## src/rtl/envelope_vca_if.sv

```systemverilog
// Sample-level handshake bundle between oscillator, envelope VCA and mixer.
// master drives samples/envelope and OutReady; slave is the VCA itself.
interface envelope_vca_if #(
  parameter int WAVE_DEPTH = 8
);
  logic [WAVE_DEPTH-1:0] SampleIn;
  logic                  SampleValid;
  logic                  SampleReady;
  logic [WAVE_DEPTH-1:0] Envolope;
  logic [WAVE_DEPTH-1:0] SampleOut;
  logic                  OutValid;
  logic                  OutReady;

  modport master (
    output SampleIn, SampleValid, Envolope, OutReady,
    input  SampleReady, SampleOut, OutValid
  );

  modport slave (
    input  SampleIn, SampleValid, Envolope, OutReady,
    output SampleReady, SampleOut, OutValid
  );
endinterface

```

## src/rtl/envelope_vca.sv

```systemverilog
// Envelope VCA: SampleOut = (SampleIn * (Envolope+1)) >> WAVE_DEPTH,
// computed by a serial shift-add consuming one multiplier bit per clock.
//
// state | meaning
// IDLE  | ready for a new sample
// MUL   | shift-add in progress, one multiplier bit per edge
// DONE  | result valid, waiting for OutReady
module envelope_vca #(
  parameter int WAVE_DEPTH = 8
) (
  input  logic          Clock,
  input  logic          Reset,
  envelope_vca_if.slave vca
);
  localparam int ACC_W = 2 * WAVE_DEPTH + 1;
  localparam int CNT_W = $clog2(WAVE_DEPTH + 1);
  localparam logic [CNT_W-1:0] LAST_BIT = CNT_W'(WAVE_DEPTH);

  typedef enum logic [1:0] {IDLE, MUL, DONE} state_t;

  state_t                state;
  logic [WAVE_DEPTH-1:0] mcand;
  logic [WAVE_DEPTH:0]   mplier;
  logic [CNT_W-1:0]      cnt;
  logic [ACC_W-1:0]      acc;
  logic [ACC_W-1:0]      partial;
  logic [ACC_W-1:0]      acc_sum;
  logic [WAVE_DEPTH-1:0] sample_out;
  logic                  out_valid;

  always_comb begin
    partial = '0;
    if (mplier[cnt])
      partial = ACC_W'(mcand) << cnt;
    acc_sum = acc + partial;
  end

  always_ff @(posedge Clock or posedge Reset) begin
    if (Reset) begin
      state      <= IDLE;
      mcand      <= '0;
      mplier     <= '0;
      cnt        <= '0;
      acc        <= '0;
      sample_out <= '0;
      out_valid  <= 1'b0;
    end else begin
      case (state)
        IDLE: begin
          if (vca.SampleValid) begin
            mcand  <= vca.SampleIn;
            mplier <= (WAVE_DEPTH+1)'(vca.Envolope) + (WAVE_DEPTH+1)'(1);
            acc    <= '0;
            cnt    <= '0;
            state  <= MUL;
          end
        end
        MUL: begin
          acc <= acc_sum;
          cnt <= cnt + CNT_W'(1);
          // the final partial product is folded in directly from acc_sum
          if (cnt == LAST_BIT) begin
            sample_out <= acc_sum[2*WAVE_DEPTH-1:WAVE_DEPTH];
            out_valid  <= 1'b1;
            state      <= DONE;
          end
        end
        DONE: begin
          if (vca.OutReady) begin
            out_valid <= 1'b0;
            state     <= IDLE;
          end
        end
        default: state <= IDLE;
      endcase
    end
  end

  assign vca.SampleReady = (state == IDLE) && !Reset;
  assign vca.SampleOut   = sample_out;
  assign vca.OutValid    = out_valid;
endmodule

```

## src/flat_wrapper.sv

```systemverilog
// flat-port wrapper written by rule: the top's interface ports become plain ports
module envelope_vca_flat 
#(
  parameter int WAVE_DEPTH = 8
)
  (Clock, Reset, vca_SampleIn, vca_SampleValid, vca_Envolope, vca_OutReady, vca_SampleReady, vca_SampleOut, vca_OutValid);
  envelope_vca_if #(.WAVE_DEPTH(WAVE_DEPTH)) vca_i ();
  input  logic Clock;
  input  logic Reset;
  input wire logic [$bits(vca_i.SampleIn)-1:0] vca_SampleIn;
  input wire logic [$bits(vca_i.SampleValid)-1:0] vca_SampleValid;
  input wire logic [$bits(vca_i.Envolope)-1:0] vca_Envolope;
  input wire logic [$bits(vca_i.OutReady)-1:0] vca_OutReady;
  output wire logic [$bits(vca_i.SampleReady)-1:0] vca_SampleReady;
  output wire logic [$bits(vca_i.SampleOut)-1:0] vca_SampleOut;
  output wire logic [$bits(vca_i.OutValid)-1:0] vca_OutValid;
  assign vca_i.SampleIn = vca_SampleIn;
  assign vca_i.SampleValid = vca_SampleValid;
  assign vca_i.Envolope = vca_Envolope;
  assign vca_i.OutReady = vca_OutReady;
  assign vca_SampleReady = vca_i.SampleReady;
  assign vca_SampleOut = vca_i.SampleOut;
  assign vca_OutValid = vca_i.OutValid;
  envelope_vca #(.WAVE_DEPTH(WAVE_DEPTH)) u_core (.Clock(Clock), .Reset(Reset), .vca(vca_i));
endmodule
```

## config.mk

```make
export PLATFORM = sky130hd
export DESIGN_NAME = envelope_vca_flat
export DESIGN_NICKNAME = d
export VERILOG_FILES = /design/src/rtl/envelope_vca_if.sv /design/src/rtl/envelope_vca.sv /design/src/flat_wrapper.sv
export SDC_FILE = /design/constraint.sdc
export NUM_CORES = 1
export LEC_CHECK = 0
export CORE_MARGIN = 4
export CORE_UTILIZATION = 50
export CTS_CLUSTER_DIAMETER = 40
export CTS_CLUSTER_SIZE = 28
export DETAILED_ROUTE_END_ITERATION = 6
export GPL_ROUTABILITY_DRIVEN = 0
export PLACE_DENSITY = 0.7
export SYNTH_ARGS = -nofsm -noshare
export SYNTH_HDL_FRONTEND = slang
export SYNTH_SLANG_ARGS = --single-unit
```

## constraint.sdc

```tcl
create_clock -name Clock -period 5.9 [get_ports Clock]
set_input_delay 0.885 -clock Clock [delete_from_list [all_inputs] [get_ports Clock]]
set_output_delay 0.885 -clock Clock [all_outputs]
set_load 0.03 [all_outputs]
```

== Word level (Yosys, flattened, before mapping) ==
Index checks and enable logic that the tools add are counted.
Word-level totals
  register bits: 49
  latch bits: 0
  memory bits (writable): 0
  ROM bits: 0
  output and inout port bits: 10
  word-level logic and storage cells: 42
  memories: 0
Operators by class
  add/subtract/negate cells: 3
  $mul: 0
  divide/modulo/power cells: 0
  order comparisons: 1
  equal/unequal tests: 6
  shift operators: 1
  muxes and demuxes: 14
  bitwise logic cells: 0
  reductions and logical operators: 10
Operators with widths (number)
  $mux 17: 2
  $pmux 17 s2: 1
  $add 17x17->17: 1
  $shl 8x4->17: 1
  $add 8x1->9 const B: 1
  $pmux 4 s2: 1
  $mux 2: 3
  $pmux 2 s3: 1
  $reduce_and 2->1: 3
  $reduce_and 3->1: 2
  $lt 4x5->1 const B: 1
  $add 4x1->4 const B: 1
  $bmux 1 s4: 1
  $eq 4x4->1 const B: 1
  $mux 4: 1
  $ne 2x2->1 const B: 2
  $reduce_bool 2->1: 2
  $mux 1: 3
  $eq 2x1->1 const B: 1
  $eq 2x2->1 const B: 1
  $logic_not 2->1: 1
  $ne 2x1->1 const B: 1
  $pmux 1 s2: 1
  $logic_and 1x1->1: 1
  $logic_not 1->1: 1

== Logic depth before layout (Yosys ltp) ==
  depth in word-level cells: 5
  mapped depth: 17

== Least setup slack after synthesis ==
No wires, ideal clock.
  path kind: reg-to-reg
  start: reg u_core.cnt[0]
  end: reg u_core.sample_out[4] (netlist: u_core.vca.SampleOut[4])
  data arrival time: 2.759 ns
  required time: 5.770 ns
  setup slack: 3.012 ns
  cell stages (with the launch flop): 13
  clock period less this slack: 2.888 ns
  cell sequence: dfrtp_1 > mux4_2 > mux2i_1 > or2_2 > inv_2 > a31oi_4 > nor2_1 > ha_1 > a21o_1 > a21o_1 > a221oi_2 > xor2_1 > o21ai_0
Between the ends
  word-level cells in the longest chain between the ends: 4
  elaborated cells between the ends (all ways): 7
  those cells by class: add/sub (1); eq/ne (1); shift (1); mux (3); reduce/logical (1)
Ends and longest elaborated chain
  from (decl): RTL line envelope_vca.sv:24  | logic [CNT_W-1:0] cnt;
  from (signal assigned): RTL line envelope_vca.sv:60  | cnt <= cnt + CNT_W'(1);
  $bmux 1 s4: RTL line envelope_vca.sv:33  | if (mplier[cnt])
  $mux 1 (implied by the code): RTL line envelope_vca.sv:33
  $mux 17: RTL line envelope_vca.sv:33
  $add 17x17->17: RTL line envelope_vca.sv:35  | acc_sum = acc + partial;
  to (signal assigned): RTL line envelope_vca.sv:63  | sample_out <= acc_sum[2*WAVE_DEPTH-1:WAVE_DEPTH];
  to (decl): RTL line envelope_vca.sv:28  | logic [WAVE_DEPTH-1:0] sample_out;
Several ways; a longest one is shown, not always the timed one. The select of a mux whose other input is x is not followed.
A chain may end at the register's enable or synchronous reset.

== Final worst setup path ==
  start: reg u_core.cnt[0]
  end: reg u_core.acc[15]
Between the ends
  word-level cells in the longest chain between the ends: 5
  elaborated cells between the ends (all ways): 6
  those cells by class: add/sub (1); shift (1); mux (4)
Ends and longest elaborated chain
  $bmux 1 s4: RTL line envelope_vca.sv:33
  $mux 1 (implied by the code): RTL line envelope_vca.sv:33
  $mux 17 (*): RTL line envelope_vca.sv:33
  $add 17x17->17 (*): RTL line envelope_vca.sv:35
  $pmux 17 s2 (*): RTL line envelope_vca.sv:48  | case (state)
  to (signal assigned): RTL line envelope_vca.sv:59  | acc <= acc_sum;
  to (decl): RTL line envelope_vca.sv:25  | logic [ACC_W-1:0] acc;
Mark *: on every way between the ends. The rest lies on a longest branch, timed or not. The select of a mux whose other input is x is not followed.

==> flow_metrics.tcl <==
set metrics [dict create \
    seq_power_share_pct 31.0 \
    worst_pin_slew_ns 1.18 \
    grt_pass1_vias 2446 \
    htree_levels 2 \
    min_period_over_period_pct 61.3 \
    yosysWarnings 0 \
    clockBufferDepth 2 \
    drive_above_1_share_pct 6.96 \
    cts_buffers 5 \
    rows 28 \
    cts_hold_buf 0 \
    gr-total-overflow 0 \
    drv_slew 0 \
    synth-seq-area-share_pct 38.5 \
    swShare_pct 43.9 \
    routedWlPerCell_um 13.8 \
    busiest_layer "met2" \
    met3_usage_pct 3.88 \
    netSwitchingPower_mw 0.879 \
    synth_fp_nets 406 \
    cts_num_sinks 48 \
    drcViolationCount 0 \
    clockRootBuffer "clkbuf_8" \
    rsz0062_at_grt "no" \
    holdWs_ns 0.484 \
    cp.required_ns 6.05 \
    peakVddDrop_v 0.000404 \
    crit_arrival_ns 3.76 \
    wl_um 6400 \
    antenna_left 0 \
    cts_setup_buffers 0 \
    leakagePower_nw 1.60 \
    critPathBufInv 1 \
    antenna_found_initial 0 \
    cts_tree "built" \
    die_area_um2 7560 \
    die_x_um 87.0 \
    powerDensity_nw_per_um2 556 \
    tns_ns 0 \
    use_met2_pct 30.3 \
    yosysUniqueCellTypes 40 \
    die_y_um 87.0 \
    core-area_um2 5990 \
    num-fill-cells 541 \
    slowest_delay_ns 0.79 \
    vias_per_cell 5.52 \
    crit_type "flip-flop to flip-flop" \
    min_period_ns 3.61 \
    clkLatencyLatePin_ns 0.30 \
    clockPowerShare_pct 16.2 \
    dp_hpwl_um 4740 \
    netlist_area_um2 3120 \
    startpoint_type "flip-flop" \
    cts.clk_slew.worst_paths_ns 0.09 \
    maxCapViolations 0 \
    met1_usage_pct 24.7 \
    power.internal_mw 1.12 \
    finalClockSkew_ns 0.00765 \
    grt_pass1_wl_um 11200 \
    portBuffers 29 \
    finalNetCount 426 \
    syn_to_final_growth_pct 15.5 \
    endpoint_kind "flip-flop" \
    fmax_mhz 277 \
    hold_class "flip-flop to flip-flop" \
    drt_first_pass_iters 5 \
    grt_max_degree 49 \
    critical-path-top-delay-family "flip-flops" \
    dr_total_vias 2556 \
    num_io_pins 30 \
    grt.total_usage_pct 18.5 \
    drtIter0Drc 96 \
    cts_resized 0 \
    finalHoldViolations 0 \
    n_antenna_cell 0 \
    path_cells "mux4_2 -> mux2i_1 -> or2_2 -> inv_2 -> a31oi_4 -> nor2_1 -> ha_1 -> nand2_1 -> nor2_1 -> o21ai_0 -> a31oi_2 -> a31oi_2 -> xnor2_1 -> o21ai_1" \
    outcome "completed" \
    max-slew-margin-rel_pct 21.6 \
    syn_avg_cell_area_um2 8.49 \
    synth_cells 367 \
    synth_seq_cells 48 \
    slowest_stage "dfrtp_1" \
    pwr-share-comb_pct 52.8 \
    setup_violations 0 \
    start_util_pct 52.0 \
    critical_path.max_fanout 22 \
]
logic make-up after synthesis:
group                    count (synthesis)  synth area share (%)
buffers and inverters                   27                  3.41
AND/OR/NAND/NOR                        149                  21.0
adder cells (fa/ha/maj)                 19                  7.87
AO/OA/AOI/OAI                           90                  18.1
flip-flops                              48                  38.5
multiplexers                            14                  5.50
XOR/XNOR                                20                  5.62
per-layer routing:
metal	wire length [µm]	vias to the layer above
met5	0	-
met4	67	0
met3	306	9
met2	2960	51
met1	3070	1182
li1	-	1314
final timing paths:
check                      depth (start not counted)                    start                 endpoint  slack (ns)
setup / recovery                                  14            u_core.cnt[0]           u_core.acc[15]        2.29
min in group asynchronous                          2                    Reset         u_core.mplier[8]        1.15
hold / removal                                     2  u_core.vca.SampleOut[3]  u_core.vca.SampleOut[3]        0.48
hold reg to reg                                    2  u_core.vca.SampleOut[3]  u_core.vca.SampleOut[3]        0.48
max in group asynchronous                          2                    Reset          u_core.mcand[6]        4.14
setup reg to reg                                  14            u_core.cnt[0]           u_core.acc[15]        2.29
power by group through the flow:
stage | registers [mW] | logic [mW] | clock network (mW)
final | 0.621 | 1.06 | 0.324
after global routing | 0.646 | 1.19 | 0.347
after CTS | 0.621 | 1.06 | 0.332
after detailed placement | 0.628 | 1.05 | 0
after global placement | 0.624 | 1.03 | 0
after floorplan | 0.583 | 0.855 | 0
placed cells by master, fill, tap and decap left out, types with 8 or more instances in the layout:
cell type	netlist	routed
a21oi_1	18	18
clkdlybuf4s50_1	0	29
dfrtp_1	48	48
ha_1	18	18
inv_1	9	8
nand2_1	65	65
nand3_1	26	26
nor2_1	32	32
nor2b_1	9	9
o21ai_0	39	39
xnor2_1	9	9
xor2_1	11	11
synth_stat cells, drive strengths merged:
| cell type | n | area [µm²] |
|---|---|---|
| o31ai | 1 | 7.51 |
| nor2 | 32 | 120 |
| a2bb2oi | 1 | 15.0 |
| nor3 | 2 | 10.0 |
| mux4 | 2 | 45.0 |
| or2 | 2 | 12.5 |
| nand4 | 4 | 25.0 |
| a21oi | 18 | 90.1 |
| nand3 | 26 | 130 |
| a32o | 1 | 10.0 |
| a221oi | 1 | 15.0 |
| inv | 10 | 37.5 |
| o21a | 1 | 7.51 |
| a211oi | 4 | 30.0 |
| xor2 | 11 | 96.3 |
| o21ai | 46 | 230 |
| xnor2 | 9 | 78.8 |
| and2 | 5 | 31.3 |
| ha | 18 | 225 |
| nor2b | 9 | 56.3 |
| mux2i | 7 | 70.1 |
| o31a | 1 | 8.76 |
| nand2b | 2 | 12.5 |
| a31oi | 7 | 77.6 |
| a32oi | 2 | 17.5 |
| nand2 | 65 | 244 |
| buf | 5 | 23.8 |
| a31o | 1 | 8.76 |
| dfrtp | 48 | 1200 |
| and3 | 2 | 12.5 |
| a21o | 4 | 30.0 |
| clkbuf | 12 | 45.0 |
| mux2 | 5 | 56.3 |
| a22oi | 2 | 15.0 |
| fa | 1 | 20.0 |
per-stage QoR:
step	power [mW]	setup WS [ns]	util [%]	instance area, µm²	cells
after floorplan	1.44	3.01	-	3120	367
after global placement	1.66	2.45	57.4	3440	455
after detailed placement	1.68	2.32	57.4	3440	455
after CTS	2.01	2.27	60.1	3600	463
after global routing	2.19	2.00	60.1	3600	463
final	2.00	2.29	60.1	3600	463
sequential cells by signal, indices dropped and copies added, names as in the netlist:
name,cells
u_core.mcand,8
u_core.cnt,4
u_core.state,2
u_core.mplier,9
u_core.vca.SampleOut,8
u_core.vca.OutValid,1
u_core.acc,16
area by class of cell:
cell class / instances / area (µm²) / share of cell area, %
Clock inverter: 3 / 90.1 / 2.50
Inverter: 10 / 37.5 / 1.04
Timing Repair Buffer: 30 / 298 / 8.28
Clock buffer: 5 / 68.8 / 1.91
Tap cell: 75 / 93.8 / 2.61
Sequential cell: 48 / 1200 / 33.4
Multi-Input combinational cell: 292 / 1810 / 50.3
tightest hold or removal path, stage by stage, from the launching register on:
cell and delay [ns]:
dfrtp_1 0.35, nand2_1 0.05, o21ai_0 0.06
No activity file was read; power rests on OpenSTA's default activity.
